### config.mk
export PLATFORM = sky130hd
export DESIGN_NAME = pdu_run_ctrl
export DESIGN_NICKNAME = d
export VERILOG_FILES = /design/src/rtl/pdu_run_ctrl.sv
export SDC_FILE = /design/constraint.sdc
export NUM_CORES = 1
export LEC_CHECK = 0
export CAP_MARGIN = 20
export CORE_MARGIN = 2
export CORE_UTILIZATION = 50
export CTS_CLUSTER_SIZE = 25
export DETAILED_ROUTE_END_ITERATION = 16
export GPL_TIMING_DRIVEN = 0
export PLACE_DENSITY_LB_ADDON = 0.12
export REMOVE_ABC_BUFFERS = 1
export SLEW_MARGIN = 5
export SYNTH_ARGS = -nofsm -noshare
export SYNTH_HDL_FRONTEND = slang
export SYNTH_SLANG_ARGS = --single-unit
### constraint.sdc
create_clock -name clk -period 2.32 [get_ports clk]
set_clock_uncertainty 0.15 [all_clocks]
set_input_delay 0.464 -clock clk [delete_from_list [all_inputs] [get_ports clk]]
set_output_delay 0.464 -clock clk [all_outputs]
set_load 0.01 [all_outputs]
### src/rtl/pdu_run_ctrl.sv
// Debug-side run controller: debounces the board buttons, holds the user breakpoint
// and sequences run / single-step requests into the pipeline control unit.
module pdu_run_ctrl #(
   parameter int          DB_CYCLES = 4,
   parameter int          CNT_W     = 24,
   parameter logic [31:0] BP_NONE   = 32'hFFFF_FFFF
) (
   input  logic        clk,
   input  logic        rstn,
   input  logic        btn_run,
   input  logic        btn_step,
   input  logic        btn_bp_load,
   input  logic        sw_bp_en,
   input  logic [31:0] bp_addr_in,
   input  logic [31:0] id_pc,
   input  logic        cpu_clk,
   input  logic        cpu_stop,
   output logic        pdu_run,
   output logic [31:0] pdu_breakpoint,
   output logic [2:0]  pdu_state,
   output logic [15:0] step_count
);

   typedef enum logic [2:0] {
      HALT       = 3'd0,
      RUN_PULSE  = 3'd1,
      RUN_MASK   = 3'd2,
      RUN        = 3'd3,
      STEP_PULSE = 3'd4,
      STEP_MASK  = 3'd5,
      STEP_ARM   = 3'd6
   } state_t;

   localparam logic [CNT_W-1:0] DB_LAST = CNT_W'(DB_CYCLES - 1);
   localparam logic [15:0]      WD_LAST = 16'hFFFE;

   state_t           state;
   state_t           state_n;
   logic [3:0]       raw_in;
   logic [3:0]       sync1;
   logic [3:0]       sync2;
   logic [3:0]       stable;
   logic [2:0]       stable_q;
   logic [CNT_W-1:0] db_cnt [4];
   logic             run_evt;
   logic             step_evt;
   logic             load_evt;
   logic             bp_en;
   logic [31:0]      bp_reg;
   logic             cpu_clk_q;
   logic             clk_edge;
   logic [15:0]      wd_cnt;
   logic             step_inc;
   logic             in_mask;

   // bit 0 run, bit 1 step, bit 2 breakpoint load, bit 3 breakpoint enable switch
   assign raw_in = {sw_bp_en, btn_bp_load, btn_step, btn_run};

   always_ff @(posedge clk or negedge rstn) begin
      if (!rstn) begin
         sync1 <= '0;
         sync2 <= '0;
      end else begin
         sync1 <= raw_in;
         sync2 <= sync1;
      end
   end

   // A new level is accepted only after DB_CYCLES consecutive differing samples
   always_ff @(posedge clk or negedge rstn) begin
      if (!rstn) begin
         stable   <= '0;
         stable_q <= '0;
         for (int i = 0; i < 4; i++) begin
            db_cnt[i] <= '0;
         end
      end else begin
         stable_q <= stable[2:0];
         for (int i = 0; i < 4; i++) begin
            if (sync2[i] == stable[i]) begin
               db_cnt[i] <= '0;
            end else if (db_cnt[i] == DB_LAST) begin
               stable[i] <= sync2[i];
               db_cnt[i] <= '0;
            end else begin
               db_cnt[i] <= db_cnt[i] + CNT_W'(1);
            end
         end
      end
   end

   assign run_evt  = stable[0] & ~stable_q[0];
   assign step_evt = stable[1] & ~stable_q[1];
   assign load_evt = stable[2] & ~stable_q[2];
   assign bp_en    = stable[3];
   assign clk_edge = cpu_clk & ~cpu_clk_q;
   assign in_mask  = (state == RUN_MASK) || (state == STEP_MASK);

   always_ff @(posedge clk or negedge rstn) begin
      if (!rstn) begin
         bp_reg    <= BP_NONE;
         cpu_clk_q <= 1'b0;
      end else begin
         cpu_clk_q <= cpu_clk;
         if (load_evt) begin
            bp_reg <= bp_addr_in;
         end
      end
   end

   // Watchdog only runs while waiting for the first CPU clock edge after a request
   always_ff @(posedge clk or negedge rstn) begin
      if (!rstn) begin
         wd_cnt <= '0;
      end else if (in_mask) begin
         wd_cnt <= wd_cnt + 16'd1;
      end else begin
         wd_cnt <= '0;
      end
   end

   always_ff @(posedge clk or negedge rstn) begin
      if (!rstn) begin
         state      <= HALT;
         step_count <= '0;
      end else begin
         state <= state_n;
         if (step_inc) begin
            step_count <= step_count + 16'd1;
         end
      end
   end

   // Breakpoint is masked until the CPU has left the PC it was parked on
   always_comb begin
      state_n        = state;
      step_inc       = 1'b0;
      pdu_run        = 1'b0;
      pdu_breakpoint = BP_NONE;
      case (state)
         HALT: begin
            pdu_breakpoint = bp_en ? bp_reg : BP_NONE;
            if (run_evt) begin
               state_n = RUN_PULSE;
            end else if (step_evt) begin
               state_n = STEP_PULSE;
            end
         end
         RUN_PULSE: begin
            pdu_run = 1'b1;
            state_n = RUN_MASK;
         end
         RUN_MASK: begin
            if (clk_edge) begin
               state_n = RUN;
            end else if (wd_cnt == WD_LAST) begin
               state_n = HALT;
            end
         end
         RUN: begin
            pdu_breakpoint = bp_en ? bp_reg : BP_NONE;
            if (cpu_stop) begin
               state_n = HALT;
            end
         end
         STEP_PULSE: begin
            pdu_run = 1'b1;
            state_n = STEP_MASK;
         end
         STEP_MASK: begin
            if (clk_edge) begin
               state_n = STEP_ARM;
            end else if (wd_cnt == WD_LAST) begin
               state_n = HALT;
            end
         end
         STEP_ARM: begin
            pdu_breakpoint = id_pc;
            if (cpu_stop) begin
               state_n  = HALT;
               step_inc = 1'b1;
            end
         end
         default: begin
            state_n = HALT;
         end
      endcase
   end

   assign pdu_state = state;

endmodule

==> results of run 1 <==
==> repair_timing <==
item,CTS,global route
hold buffers,1,0
gates cloned,2,1
endpoints found under the setup margin,86,107
pin swaps,13,3
resized for setup,152,9
buffers inserted,16,3
hold endpoints to repair,83,0
==> synthesized netlist by cell type (all sizes together), types with 2 or more instances <==
cell type / count
nand3: 47
or3: 30
mux2: 38
nand2b: 3
o31ai: 21
dfrtp: 147
and4: 12
nor3: 16
xor2: 25
nand4: 28
nor2b: 36
o21bai: 2
o21ai: 25
nor2: 88
nor4b: 5
ha: 7
inv: 29
a21boi: 4
buf: 10
and2: 2
and3: 7
xnor2: 54
nor4: 33
dfstp: 32
nand2: 77
clkbuf: 31
o211ai: 32
a21oi: 41
or4: 25
==> report_power, final <==
part	leakage [nW]	total [mW]	switching (mW)	internal [mW]
sequential	2.33	4.29	0.446	3.84
clock	0.283	2.79	1.17	1.62
combinational	1.76	4.19	2.09	2.11
total	4.38	11.3	3.70	7.57
==> final cells by class <==
type                    instances  area [um^2]  share of cell area, %
clock buffers                  25          505                   4.46
clock inverters                 7         73.8                  0.652
inverters                      29          109                  0.961
multi-input cells             665         4350                   38.4
flip-flops and latches        179         4520                   39.9
well taps                     229          287                   2.53
repair buffers                153         1480                   13.0
==> metrics by stage <==
| step | worst slack (ns) | util (%) |
|---|---|---|
| finish | -0.388 | 63.5 |
| global route | -0.453 | 63.5 |
| CTS | -0.416 | 62.8 |
| detailed placement | -0.979 | 58.9 |
| global placement | -6.80 | 58.0 |
| floorplan | -0.589 | - |
==> how the worst max path moves through the flow <==
stage	start	to	slack [ns]	cells past startpoint
global placement	rstn	step_count[12]$_DFFE_PN0P_	-6.80	1
finish	pdu_state[0]$_DFFE_PN0P_	pdu_breakpoint[23]	-0.39	5
CTS	pdu_state[0]$_DFFE_PN0P_	pdu_breakpoint[23]	-0.42	7
global route	pdu_state[1]$_DFFE_PN0P_	pdu_breakpoint[23]	-0.45	5
detailed placement	pdu_state[1]$_DFFE_PN0P_	pdu_breakpoint[23]	-0.98	6
floorplan	pdu_state[1]$_DFFE_PN0P_	pdu_breakpoint[0]	-0.59	4
==> cell families after synthesis <==
group,count (synthesis)
AO/OA/AOI/OAI,128
XOR/XNOR,79
adder cells (fa/ha/maj),7
buffers and inverters,70
flip-flops,179
multiplexers,39
AND/OR/NAND/NOR,412
==> critical path: cells and delay by family (launching register included) <==
kind            cells  cell delay, ns
simple gates        2            0.59
buf+inv             2            0.39
flops               1            0.42
compound gates      1            0.26
==> per-layer routing <==
layer	vias to the layer above	part of all wire, %
li1	3538	-
met1	3432	47
met2	157	47
met3	28	4.0
met4	0	1.8
met5	-	0
==> impl_results.md, run 1 <==
- Longest Clk Path Bufs: 2
- Dominant combinational cell family by area after synthesis: simple AND/OR/NAND/NOR gates
- Crit share post-route: 117%
- Crit Path Max Fanout: 26
- XOR/XNOR Fraction of Synth Area: 7.69%
- Hold Path Origin: sync1[1]$_DFF_PN0_
- Wire per inst: 15.5 um
- Reg2Reg Depth: 6
- Leak: 4.38 nW
- Filler Cells Inserted: 1505
- Vias: 7155
- First DRT Iteration DRCs: 440
- Area after DPL: 10500 um^2
- Vias in the first global route: 6945
- Setup CP Type: flop to primary output
- Type of element launching the critical path: flop
- Vias per cell: 5.56
- # rows: 49
- CTS tree: built
- Detailed placement HPWL: 13.3 mm
- GR Util All Layers: 21.3%
- Leading cell type in the layout, fill and taps excluded: dfrtp_1
- Post-synth ARST share: 100%
- Endpoints failing setup: 32
- Unrepaired setup endpoints after global routing: yes
- Residual DRC count: 0
- Met2 Use GR: 34.4%
- Final setup TNS: -10.42 ns
- Initial core utilization: 50.4%
- CP max stage delay: 0.46 ns
- Largest area contributor in the netlist: dfrtp_1
- Req. time, crit path: 1.71 ns
- Most frequent cells in the layout: dfrtp_1 (143), clkdlybuf4s50_1 (89), nor2_1 (88), nand2_1 (76), xnor2_1 (53)
- RR Endpoint: step_count[15]$_DFFE_PN0P_
- Crit path max-delay cell type: or3_4
- YS warnings: 0
- ANT nets after route: 0
- Failing checks: negative setup slack
- CP endpoint kind: primary output
- First-pass GRT wire length: 33.8 mm
- Final Instance Area: 11300 um^2
- Full die area: 19100 um^2
- Crit-path cells: nor2b_4, or3_4, buf_16, o211ai_1, buf_2
- TritonCTS Buffers: 17
- Min Tclk post-route: 2.71 ns
- Grt ovf: 0
- Die W: 138 um
- Pwr Density: 995 nW/um^2
- Cell area after synthesis: 9000 um^2
- Status: finished, violations left
- FMAX: 369 MHz
- CTS clk-pin slew, worst paths: 0.06 ns
- Share of layout cells above drive strength 1: 16.1%
- Die height: 138 um
- Non-Filler Instances: 1287
- Post-synthesis sequential area ratio: 50.2%
- R2R setup slack: 0.09 ns
- Synth Instances: 914
- Ports: 124
- Gr busiest metal: met2
- Area Overhead vs Synth: 25.8%
- Mean Syn Cell Area: 9.85 um^2
- Post-Synth Simple-Gate Area: 24.3%
- Final-report hold violation count: 0
- Grt met3 use: 3.81%
- DRT Pass-1 Iters: 4
- Peak supply drop: 0.854 mV
- GP Congestion: 0.799
- Compound-Gate Fraction of Synth Area: 8.90%
- Placeable core region: 17800 um^2
- Worst-skew pair later-pin latency: 0.43 ns
- Mux share of post-synthesis cell area: 4.87%
- Max-cap violations: 0
- Placed insts: 1232
- Synth Register Bits: 179
- WL final: 20.0 mm
- Slew margin rel.: 56.9%
- Slew Viols, Final: 0
- ANT cells: 0
- Largest net degree at the start of global routing: 96
- Max reg flops: 96
- Hold path depth: 0
- I/O Buffers: 123
- Antenna violations before repair: 0
- H-tree level count: 4
- Post-synth EDFFs: 0
- Arrival time at the worst endpoint: 2.09 ns
- M1 GR Usage: 29.8%
- Share of the synthesized area in the top cell type: 40.9%
- Dominant synthesized flop cell: dfrtp_1
- Tot Pwr: 11.3 mW
- Hold Path End: sync2[1]$_DFF_PN0_
- Synth Area in Adders: 0.973%
- Worst-Margin Slew: 0.646 ns
- Hold Slack: 0.196 ns
- Root Buffer: clkbuf_16
- Final nets: 1124
- Largest cells by area after synthesis: dfrtp_1 (41%), dfstp_2 (9.3%), xnor2_1 (5.3%)
- Sink Count: 179
- Synth unique cells: 43
- HP Class: flop to flop
- Final setup margin: -0.388 ns
- RR Startpoint: pdu_state[0]$_DFFE_PN0P_
Power figures use the tool's default switching activity.
==> run 2: changes to the inputs <==
- ABC_CLOCK_PERIOD_IN_PS: default -> 2320
==> results of run 2 <==
Final layout, timing and power as in run 1 (identical DEF).
